==> config.mk <==
export PLATFORM = sky130hd
export DESIGN_NAME = instr_fetch
export DESIGN_NICKNAME = d
export VERILOG_FILES = /design/src/rtl/instr_fetch.sv
export SDC_FILE = /design/constraint.sdc
export NUM_CORES = 1
export LEC_CHECK = 0
export ABC_AREA = 1
export BUFFER_PORTS_ARGS = -buffer_cell sky130_fd_sc_hd__buf_2
export CAP_MARGIN = 20
export CORE_AREA = 5 5 189 191
export DETAILED_ROUTE_END_ITERATION = 8
export DIE_AREA = 0 0 194 196
export HOLD_SLACK_MARGIN = 0.02
export PLACE_DENSITY_LB_ADDON = 0.08
export REMOVE_ABC_BUFFERS = 1
export SYNTH_ARGS = -nofsm -noshare
export SYNTH_HDL_FRONTEND = slang
export SYNTH_SLANG_ARGS = --single-unit
==> constraint.sdc <==
create_clock -name clk -period 3.84 [get_ports clk]
set_input_delay 0.384 -clock clk [delete_from_list [all_inputs] [get_ports clk]]
set_output_delay 0.384 -clock clk [all_outputs]
set_load 0.02 [all_outputs]
==> src/rtl/instr_fetch.sv <==
// Fetch stage: owns the PC, drives the instruction memory address and queues
// {pc, instr} pairs in a small FIFO toward decode; a redirect reloads the PC and flushes the FIFO.
module instr_fetch #(
   parameter logic [31:0] RESET_PC   = 32'h0000_0000,
   parameter int          FIFO_DEPTH = 2
) (
   input  logic        clk,
   input  logic        rst_n,
   output logic [31:0] imem_addr,
   input  logic [31:0] imem_rdata,
   input  logic        redirect_valid,
   input  logic [31:0] redirect_pc,
   output logic        out_valid,
   input  logic        out_ready,
   output logic [31:0] out_pc,
   output logic [31:0] out_instr
);
   localparam int          AW      = $clog2(FIFO_DEPTH);
   localparam logic [AW:0] DEPTH_C = (AW+1)'(FIFO_DEPTH);

   logic [31:0]   r_pc;
   logic [AW:0]   r_count;
   logic [AW-1:0] r_rd;
   logic [AW-1:0] r_wr;
   logic [31:0]   r_fifo_pc    [FIFO_DEPTH];
   logic [31:0]   r_fifo_instr [FIFO_DEPTH];
   logic [31:0]   r_last_pc;
   logic [31:0]   r_last_instr;

   logic          w_nonempty;
   logic          w_pop;
   logic          w_push;
   logic          w_unused_bits;

   assign w_unused_bits = &{1'b0, redirect_pc[1:0]};

   assign imem_addr  = r_pc;
   assign w_nonempty = (r_count != '0);
   // Redirect masks the handshake in the same cycle, so nothing stale is consumed.
   assign out_valid  = w_nonempty & ~redirect_valid;
   assign w_pop      = out_valid & out_ready;
   assign w_push     = ~redirect_valid & ((r_count < DEPTH_C) | w_pop);

   assign out_pc    = w_nonempty ? r_fifo_pc[r_rd]    : r_last_pc;
   assign out_instr = w_nonempty ? r_fifo_instr[r_rd] : r_last_instr;

   always_ff @(posedge clk) begin
      if (w_push) begin
         r_fifo_pc[r_wr]    <= r_pc;
         r_fifo_instr[r_wr] <= imem_rdata;
      end
   end

   always_ff @(posedge clk or negedge rst_n) begin
      if (!rst_n) begin
         r_pc         <= RESET_PC;
         r_count      <= '0;
         r_rd         <= '0;
         r_wr         <= '0;
         r_last_pc    <= '0;
         r_last_instr <= '0;
      end else if (redirect_valid) begin
         r_pc    <= {redirect_pc[31:2], 2'b00};
         r_count <= '0;
         r_rd    <= '0;
         r_wr    <= '0;
      end else begin
         if (w_push) begin
            r_pc <= r_pc + 32'd4;
            r_wr <= r_wr + AW'(1);
         end
         if (w_pop) begin
            r_rd         <= r_rd + AW'(1);
            r_last_pc    <= r_fifo_pc[r_rd];
            r_last_instr <= r_fifo_instr[r_rd];
         end
         r_count <= r_count + (AW+1)'(w_push) - (AW+1)'(w_pop);
      end
   end

endmodule
==> qor.yml, run 1 <==
synthesis:
  yosysUniqueCellTypes: 34
  synth_cells: 982
  synth_top_area_share_pct: 37.5
  syn_area_per_cell_um2: 10.1
  yosysWarnings: 0
  synth-seq-cells: 220
  synth_area_mm2: 0.00994
  ys_seq_area_share_pct: 61.6
  synth.area.top_cells: "edfxtp_1 37%, dfrtp_1 24%, nand2_1 10%"
  yosys.area.top_type: "edfxtp_1"
clock_tree:
  insertion_delay_ns: 0.52
  cts_tree: "yes"
  cts_buffer_depth: 3
  clock_sinks: 220
  htreeDepth: 1
  cts-buffers-inserted: 27
  clkTransAtPathRegs_ns: 0.06
  clock-root-buffer: "clkbuf_16"
power:
  p_int_uw: 6340
  pwr-share-comb_pct: 40.4
  power.leakage_uw: 0.00513
  p_sw_uw: 4310
  seq_power_share_pct: 36.4
  power.total_uw: 10600
  p_per_area_mw_per_mm2: 871
  p_clk_share_pct: 23.2
  p_sw_share_pct: 40.5
  ir_worst_vdd_v: 0.000617
timing:
  hold_viol: 0
  finalSetupViolations: 0
  rsz0062_at_grt: "no"
  slew_headroom_pct: 50.0
  post-route-period-util_pct: 75.9
  fin_setup_tns_ns: 0
  worstMarginPinSlew_ns: 0.750
  skew_ns: 0.0153
  period_needed_ns: 2.91
  slew_violations: 0
  fmax_ghz: 0.343
setup_path:
  endpoint_kind: "output port"
  crit_family: "flip-flops"
  crit_fanout: 37
  critical_path_class: "reg2out"
  slowest_delay_ns: 0.85
  cp-start-kind: "flip-flop"
  worstPathRequired_ns: 3.46
  crit_chain: "buf_4 -> mux2_2 -> nand2_1 -> o21ai_0 -> buf_2"
  crit_arrival_ns: 2.53
  crit_slowest_cell: "dfrtp_4"
  cp.buffers_inverters: 2
final_layout:
  fin_nets: 1221
  layout_commonest_cell: "nand2_1"
  fin_area_mm2: 0.0122
  num_antenna_cells: 0
  final_layout_size_suffix_gt1_share_pct: 24.9
  areaGrowthSynthToFinish_pct: 22.9
  layout_common_cells: "273 x nand2_1, 157 x buf_2, 124 x edfxtp_1"
die:
  die_h_um: 196
  io_pins: 165
  core_area_mm2: 0.0339
  std_cell_rows: 68
  dieArea_mm2: 0.0380
  start_util_pct: 29.3
  chipWidth_um: 194
global_route:
  grt_pass1_wl_mm: 42.0
  grt_max_degree: 125
  overflow: 0
  grt_pass1_vias: 7124
  grt_antenna_before_repair: 0
  track_usage_pct: 13.9
place:
  hpwl_mm: 17.4
  gp_congestion: 0.777
  dpl_cell_area_mm2: 0.0113
  io_buffers: 158
routing:
  first_iter_violations: 236
  post-route-drc-count: 0
  wl_per_cell_um: 16.4
  drtPass1Iterations: 4
  ant_nets: 0
  vias: 7084
  postRouteWirelength_mm: 26.7
  via_per_inst: 4.36
run_status:
  status: "complete, no violations"
min_path:
  holdCritPathClass: "in2reg"
flow_run:
  maxCapViolations: 0
==> flip-flops by register name, indices dropped and copies added, names as in the netlist <==
name,count
r_last_pc,30
r_fifo_pc,60
r_wr,1
r_count,2
imem_addr,30
r_fifo_instr,64
r_last_instr,32
r_rd,1
==> worst reg2reg max path: stages, from the launching register on <==
cell and delay (ns):
dfrtp_1 0.46, nor2_2 0.10, nor2_4 0.12, nand2_4 0.09, nand2_4 0.10, nand2_2 0.06
buf_4 0.20, nor2_4 0.51, buf_12 0.27
==> per-stage QoR <==
step | cells | worst slack (ns) | utilization [%] | hold WS, ns
detailed placement | 1567 | 1.28 | 33.2 | 0.448
global route | 1625 | 0.756 | 36.0 | 0.0271
CTS | 1625 | 0.816 | 36.0 | 0.0210
floorplan | 938 | -0.262 | - | 0.0884
finish | 1625 | 0.926 | 36.0 | 0.0567
global placement | 1567 | 1.31 | 33.2 | 0.442
==> timing repair <==
item                                    in CTS  in global routing
setup buffers                                0                  0
hold buffers                                 9                  0
endpoints found under the setup margin       0                  0
endpoints found under the hold margin       57                  0
gates resized for setup                      0                  0
==> Yosys cell counts <==
| cell type | n |
|---|---|
| nand3b_1 | 2 |
| conb_1 | 1 |
| inv_1 | 103 |
| buf_2 | 18 |
| nand2_1 | 273 |
| nor2_4 | 2 |
| mux2i_1 | 1 |
| edfxtp_1 | 124 |
| a21oi_1 | 5 |
| nor2_2 | 4 |
| xnor2_1 | 2 |
| nand2_2 | 1 |
| inv_2 | 3 |
| o221ai_2 | 1 |
| nand4_1 | 2 |
| clkbuf_1 | 14 |
| mux2_2 | 62 |
| o21ai_1 | 15 |
| xor2_1 | 4 |
| buf_1 | 1 |
| ha_1 | 3 |
| o31ai_1 | 1 |
| o211ai_1 | 4 |
| buf_6 | 2 |
| or2_2 | 2 |
| nor3_1 | 7 |
| o21bai_1 | 4 |
| a22oi_1 | 1 |
| nand2_4 | 2 |
| nor2_1 | 48 |
| o21ai_0 | 123 |
| buf_4 | 12 |
| dfrtp_1 | 96 |
| nand3_1 | 39 |
==> per-layer routing <==
metal / share of wire, % / up-vias / GRT usage (%)
met5: 0 / - / 0
met4: 1.8 / 0 / 2.76
met3: 4.2 / 33 / 2.40
met2: 45 / 132 / 22.6
met1: 49 / 3329 / 19.6
li1: - / 3590 / -
==> power by group through the flow <==
stage / clock, uW / sequential, uW / combinational [uW]
floorplan: 0 / 3940 / 2660
global placement: 0 / 3920 / 4410
detailed placement: 0 / 3940 / 4410
CTS: 2580 / 3900 / 4440
global route: 2670 / 3990 / 4820
finish: 2470 / 3880 / 4300
==> cell families after synthesis <==
logic type,share of synthesized area (%)
other,0.0377
XOR/XNOR,0.529
multiplexers,7.12
buffers and inverters,6.61
AO/OA/AOI/OAI,8.10
adder cells (fa/ha/maj),0.378
AND/OR/NAND/NOR,15.6
flip-flops,61.6
==> worst paths after layout <==
path / slack (ns) / depth (start not counted) / endpoint / startpoint
max in group asynchronous: 2.63 / 3 / r_last_pc[24]$_DFFE_PN0P_ / rst_n
setup reg to reg: 1.59 / 8 / r_fifo_instr[1][19]$_DFFE_PP_ / r_count[1]$_DFF_PN0_
hold reg to reg: 0.51 / 2 / r_last_instr[2]$_DFFE_PN0P_ / r_last_instr[2]$_DFFE_PN0P_
setup / recovery: 0.93 / 5 / out_pc[17] / r_rd$_DFFE_PN0P_
hold / removal: 0.06 / 1 / r_fifo_instr[0][6]$_DFFE_PP_ / imem_rdata[6]
min in group asynchronous: 0.42 / 2 / r_last_instr[26]$_DFFE_PN0P_ / rst_n
==> area by class of cell <==
class                      instances  area (um2)
multi-input combinational        612        3180
clock buffer                      33         708
sequential                       220        6130
tap                              455         569
timing repair buffer             183        1080
clock inverter                    16         154
inverter                         106         404
fill                            3503       21700
Power figures use the tool's default switching activity.
==> inputs of run 2 (changes only) <==
==> constraint.sdc (replaced) <==
create_clock -name clk -period 2.47 [get_ports clk]
set_input_delay 0.247 -clock clk [delete_from_list [all_inputs] [get_ports clk]]
set_output_delay 0.247 -clock clk [all_outputs]
set_load 0.02 [all_outputs]
==> run 2 against run 1 <==
Net effect:
- clock-buffer cell count grew 10
- cell count grew 3.1%
- combinational power rose by 63%
- largest cell class unchanged
- core utilization is 1.5 points higher
- flip-flop and latch count stayed put
- sequential share of layout area fell by 2.0 points
- hold slack got worse by 0.014 ns
- sequential power rose by 52%
- final area up 4.2%
- first-iteration DRC count is 17% higher
==> qor.yml, run 2 (synthesis gave the netlist of run 1 again) <==
timing:
  slew_violations: 0  # unchanged
  fmax_ghz: 0.426
  period_needed_ns: 2.35
  post-route-period-util_pct: 95.0
  skew_ns: 0.00719  # -0.00810 ns
  slew_headroom_pct: 57.2  # +7.2 points
  fin_setup_tns_ns: 0  # unchanged
  hold_viol: 0  # unchanged
  finalSetupViolations: 0  # unchanged
  rsz0062_at_grt: "no"
  worstMarginPinSlew_ns: 0.642  # -0.108 ns
clock_tree:
  insertion_delay_ns: 0.52  # about the same
  post_cts_buffers: 0  # unchanged
  clkTransAtPathRegs_ns: 0.06  # about the same
  cts-buffers-inserted: 27  # unchanged
  htreeDepth: 1  # unchanged
  clock_sinks: 220  # unchanged
  cts_buffer_depth: 3  # unchanged
  cts_tree: "yes"
  clock-root-buffer: "clkbuf_16"
setup_path:
  crit_fanout: 64  # +73%
  endpoint_kind: "output port"
  crit_arrival_ns: 2.10  # -0.43 ns
  slowest_delay_ns: 0.41  # -0.44 ns
  worstPathRequired_ns: 2.22  # -1.24 ns
  reg2reg_setup_slack_ns: 0.53  # -1.06 ns
  crit_chain: "buf_12 -> mux2_2 -> nand2_1 -> o21ai_0 -> buf_2"
  cp-start-kind: "flip-flop"
  critical_path_class: "reg2out"
  crit_slowest_cell: "dfrtp_4"
global_route:
  overflow: 0  # unchanged
  grt_pass1_vias: 7469  # +4.8%
  track_usage_pct: 14.2  # +0.34 points
  grt_antenna_before_repair: 0  # unchanged
  grt_pass1_wl_mm: 43.2  # +2.9%
  grt_max_degree: 125  # unchanged
final_layout:
  finalNonFillerCells: 1675  # +3.1%
  fin_area_mm2: 0.0127  # +4.2%
  fin_nets: 1271  # +4.1%
  top_regs: "r_fifo_instr (64), r_fifo_pc (60), r_last_instr (32)"
  largest_register_ffs: 64  # unchanged
  layout_common_cells: "273 x nand2_1, 157 x buf_2, 124 x edfxtp_1"
  utilization_pct: 37.5  # +1.5 points
  largest_register: "r_fifo_instr"
  areaGrowthSynthToFinish_pct: 28.1
  num_antenna_cells: 0  # unchanged
  layout_commonest_cell: "nand2_1"
  final_layout_size_suffix_gt1_share_pct: 24.5  # -0.36 points
flow_run:
  maxCapViolations: 0  # unchanged
routing:
  vias: 7215  # +1.8%
  drtPass1Iterations: 4  # unchanged
  ant_nets: 0  # unchanged
  post-route-drc-count: 0  # unchanged
  first_iter_violations: 275  # +17%
  postRouteWirelength_mm: 27.0  # +1.1%
  via_per_inst: 4.31  # -1.2%
  wl_per_cell_um: 16.1  # -2.0%
power:
  p_per_area_mw_per_mm2: 1310  # +51%
  power.leakage_uw: 0.00537  # +4.6%
  power.total_uw: 16700  # +57%
  ir_worst_vdd_v: 0.000647  # +4.8%
place:
  io_buffers: 158  # unchanged
  gp_congestion: 0.787  # +1.3%
  hpwl_mm: 17.7  # +1.6%
  dpl.cell_count: 1572  # +0.32%
  dpl_cell_area_mm2: 0.0113  # +0.44%
die:
  std_cell_rows: 68  # unchanged
  io_pins: 165  # unchanged
  core_area_mm2: 0.0339  # unchanged
  chipWidth_um: 194  # unchanged
  dieArea_mm2: 0.0380  # unchanged
  start_util_pct: 29.3  # unchanged
  die_h_um: 196  # unchanged
min_path:
  holdCritPathClass: "in2reg"
run_status:
  status: "complete, no violations"
-- run 2: changes by cell type in the layout (fill, tap and decap cells not counted) --
cell           previous run  this run
clkinvlp_4                2         0
inv_4                     2         1
clkinv_1                  8         2
clkbuf_8                  1         8
nor2_2                    4         3
nor2_4                    3         4
buf_4                    11        15
buf_12                    6         7
clkbuf_1                  5         8
inv_6                     0         1
dlygate4sd3_1             9        54
bufinv_16                 3         1
-- run 2: final cells by class --
class / instances / area (um2)
tap: 455 / 569
clock buffer: 43 / 816
multi-input combinational: 612 / 3180
fill: 3432 / 21200
sequential: 220 / 6130
inverter: 106 / 407
clock inverter: 6 / 56.3
timing repair buffer: 233 / 1580
-- run 2: layer usage --
metal	wire length, um	share of wire, %	global-route usage, %	up-vias
met5	0	0	0	-
met4	416	1.5	2.81	0
li1	-	-	-	3679
met1	13000	48	19.7	3360
met3	1220	4.5	2.63	35
met2	12300	46	23.5	141
-- run 2: metrics by stage --
step	hold slack, ns	worst slack, ns
2_1_floorplan	-0.0486	-1.63
3_3_place_gp	0.135	0.496
4_1_cts	0.0202	0.0251
6_report	0.0423	0.123
3_5_place_dp	0.134	0.495
5_1_grt	0.0536	0.0131
-- run 2: final timing paths --
check	startpoint	cells past startpoint	to
max	r_rd$_DFFE_PN0P_	5	out_pc[14]
min reg2reg	r_last_instr[0]$_DFFE_PN0P_	2	r_last_instr[0]$_DFFE_PN0P_
min	redirect_pc[26]	5	imem_addr[26]$_DFFE_PN0P_
min in group asynchronous	rst_n	2	r_last_instr[0]$_DFFE_PN0P_
max reg2reg	r_count[1]$_DFF_PN0_	9	r_fifo_instr[0][28]$_DFFE_PP_
max in group asynchronous	rst_n	3	r_last_pc[26]$_DFFE_PN0P_
-- run 2: report_power, final --
part	internal [uW]	total (uW)	switching [uW]
registers	5300	5910	605
logic	2350	6990	4640
clock network	2350	3850	1510
-- run 2: worst max-delay path, delay by kind of cell (launching register included) --
kind / cells / cell delay [ns]
muxes: 1 / 0.41
AOI/OAI and AO/OA: 1 / 0.09
and+or+nand+nor: 1 / 0.06
DFF: 1 / 0.41
buffers and inverters: 2 / 0.53
-- run 2: what timing repair did --
item	CTS	global route
resized for setup	0	2
endpoints found under the hold margin	181	0
setup endpoints to repair	0	22
hold buffers	54	0
==> inputs of run 3 (changes only) <==
==> config.mk (replaced) <==
export PLATFORM = sky130hd
export DESIGN_NAME = instr_fetch
export DESIGN_NICKNAME = d
export VERILOG_FILES = /design/src/rtl/instr_fetch.sv
export SDC_FILE = /design/constraint.sdc
export NUM_CORES = 1
export LEC_CHECK = 0
export ABC_AREA = 1
export BUFFER_PORTS_ARGS = -buffer_cell sky130_fd_sc_hd__clkbuf_2
export CAP_MARGIN = 20
export CORE_AREA = 5 5 175 177
export DETAILED_ROUTE_END_ITERATION = 8
export DIE_AREA = 0 0 180 182
export HOLD_SLACK_MARGIN = 0.02
export PLACE_DENSITY_LB_ADDON = 0.08
export REMOVE_ABC_BUFFERS = 1
export SYNTH_ARGS = -nofsm -noshare
export SYNTH_HDL_FRONTEND = slang
export SYNTH_SLANG_ARGS = --single-unit
export TNS_END_PERCENT = 1
==> run 3 against run 2 <==
Net effect:
- core utilization increased by 6.1 points
- sequential share of layout area increased by 0.16 points
- critical path depth unchanged
- largest cell class unchanged
- largest power group unchanged
- highest routed layer unchanged
==> qor.yml, run 3 (synthesis gave the netlist of run 1 again) <==
run_status:
  status: "complete, no violations"
die:
  die_h_um: 182  # -7.1%
  std_cell_rows: 63  # -7.4%
  dieArea_mm2: 0.0328  # -14%
  io_pins: 165  # unchanged
  chipWidth_um: 180  # -7.2%
  start_util_pct: 34.2  # +4.9 points
  core_area_mm2: 0.0291  # -14%
power:
  power.leakage_uw: 0.00539  # +0.45%
  p_sw_uw: 6740  # -0.18%
  pwr-share-comb_pct: 41.8  # about the same
  p_per_area_mw_per_mm2: 1310  # -0.21%
  p_sw_share_pct: 40.5  # +0.15 points
  p_clk_share_pct: 22.3  # -0.7 points
  seq_power_share_pct: 35.9  # +0.6 points
  p_int_uw: 9920  # -0.79%
  ir_worst_vdd_v: 0.000816  # +26%
  power.total_uw: 16700  # -0.55%
final_layout:
  num_antenna_cells: 0  # unchanged
  fin_area_mm2: 0.0127  # -0.33%
  areaGrowthSynthToFinish_pct: 27.7
  largest_register: "r_fifo_instr"
  final_layout_size_suffix_gt1_share_pct: 25.2  # +0.66 points
  fin_nets: 1276  # +0.39%
  top_regs: "r_fifo_instr (64), r_fifo_pc (60), r_last_instr (32)"
  largest_register_ffs: 64  # unchanged
  layout_commonest_cell: "nand2_1"
  layout_common_cells: "273 x nand2_1, 155 x clkbuf_2, 124 x edfxtp_1"
routing:
  first_iter_violations: 378  # +37%
  drtPass1Iterations: 5  # +1
  wl_per_cell_um: 16.0  # -0.79%
  via_per_inst: 4.53  # +5.2%
  postRouteWirelength_mm: 25.8  # -4.4%
  vias: 7311  # +1.3%
  post-route-drc-count: 0  # unchanged
  ant_nets: 0  # unchanged
setup_path:
  crit_chain: "buf_12 -> mux2_2 -> nand2_1 -> o21ai_0 -> clkbuf_2"
  endpoint_kind: "output port"
  crit_fanout: 19  # -70%
  crit_arrival_ns: 2.11  # about the same
  slowest_delay_ns: 0.64  # +0.23 ns
  critical_path_class: "reg2out"
  reg2reg_depth: 9  # unchanged
  cp-start-kind: "flip-flop"
  crit_slowest_cell: "dfrtp_4"
  worstPathRequired_ns: 2.22  # about the same
global_route:
  grt_antenna_before_repair: 0  # unchanged
  track_usage_pct: 15.7  # +1.5 points
  overflow: 0  # unchanged
  grt_pass1_wl_mm: 41.3  # -4.3%
  grt_pass1_vias: 7427  # -0.56%
  grt_max_degree: 125  # unchanged
timing:
  skew_ns: 0.0109  # +0.00367 ns
  period_needed_ns: 2.36  # +0.00994 ns
  rsz0062_at_grt: "yes"
  slew_violations: 0  # unchanged
  post-route-period-util_pct: 95.4  # +0.40 points
  finalSetupViolations: 0  # unchanged
  worstMarginPinSlew_ns: 0.587  # -0.0548 ns
  hold_viol: 0  # unchanged
  fmax_ghz: 0.424  # -0.42%
  slew_headroom_pct: 60.8  # +3.7 points
min_path:
  hold_depth: 4  # -1
  holdCritPathClass: "in2reg"
clock_tree:
  clkTransAtPathRegs_ns: 0.06  # about the same
  clock_sinks: 220  # unchanged
  cts_buffer_depth: 3  # unchanged
  cts-buffers-inserted: 26  # -3.7%
  cts_tree: "yes"
  insertion_delay_ns: 0.53  # about the same
  htreeDepth: 1  # unchanged
  clock-root-buffer: "clkbuf_16"
flow_run:
  maxCapViolations: 0  # unchanged
place:
  dpl_cell_area_mm2: 0.0113  # about the same
  gp_congestion: 0.824  # +4.6%
  hpwl_mm: 17.2  # -3.0%
  io_buffers: 158  # unchanged
## run 3: critical path, delay by kind of cell (launching register included)
family,cells,cell delay (ns)
multiplexers,1,0.36
AO/OA/AOI/OAI,1,0.11
flip-flops,1,0.64
buffers and inverters,2,0.41
AND/OR/NAND/NOR,1,0.05
## run 3: worst paths after layout
check                      slack [ns]                           end                   startpoint
max in group asynchronous        1.56     r_last_pc[27]$_DFFE_PN0P_                        rst_n
min in group asynchronous        0.24  r_last_instr[20]$_DFFE_PN0P_                        rst_n
hold reg to reg                  0.52   r_last_instr[1]$_DFFE_PN0P_  r_last_instr[1]$_DFFE_PN0P_
setup reg to reg                 0.38    r_fifo_pc[0][26]$_DFFE_PP_         r_count[1]$_DFF_PN0_
hold / removal                   0.03     imem_addr[21]$_DFFE_PN0P_              redirect_pc[21]
setup / recovery                 0.11                  out_instr[9]             r_rd$_DFFE_PN0P_
## run 3: stage by stage
| step | util (%) | setup TNS (ns) | worst slack [ns] | hold WS (ns) | std cells |
|---|---|---|---|---|---|
| 2_1_floorplan | - | -155.22 | -1.63 | -0.0486 | 938 |
| 3_3_place_gp | 38.9 | 0 | 0.341 | 0.275 | 1514 |
| 3_5_place_dp | 38.9 | 0 | 0.325 | 0.277 | 1514 |
| 4_1_cts | 43.6 | 0 | 0.0452 | 0.0213 | 1614 |
| 5_1_grt | 43.7 | -0.00351 | -0.00351 | 0.0449 | 1614 |
| 6_report | 43.7 | 0 | 0.114 | 0.0292 | 1614 |
## run 3: layer usage
| metal | vias up | routed length [um] | track usage, % |
|---|---|---|---|
| li1 | 3691 | - | - |
| met1 | 3429 | 12200 | 21.6 |
| met2 | 161 | 11900 | 26.0 |
| met3 | 30 | 1200 | 3.15 |
| met4 | 0 | 482 | 3.11 |
| met5 | - | 0 | 0 |
## run 3: final cells by class
cell class / count / area, um2
well taps: 390 / 488
repair buffers: 239 / 1650
multi-input cells: 612 / 3180
flip-flops and latches: 220 / 6130
clock buffers: 33 / 697
fillers: 2862 / 16400
inverters: 106 / 409
clock inverters: 14 / 139
## run 3: power groups by stage
stage / registers (uW) / logic, uW / clock network (uW)
after CTS: 6000 / 7140 / 3860
after detailed placement: 6080 / 6970 / 0
after global routing: 6120 / 7760 / 4030
final: 5980 / 6960 / 3720
after floorplan: 6120 / 4140 / 0
after global placement: 6040 / 6960 / 0
## run 3: repair_timing
action,in CTS,in global routing
hold endpoints to repair,116,0
hold buffers,52,0
resized for setup,2,3
setup endpoints to repair,31,8
setup buffers,1,0
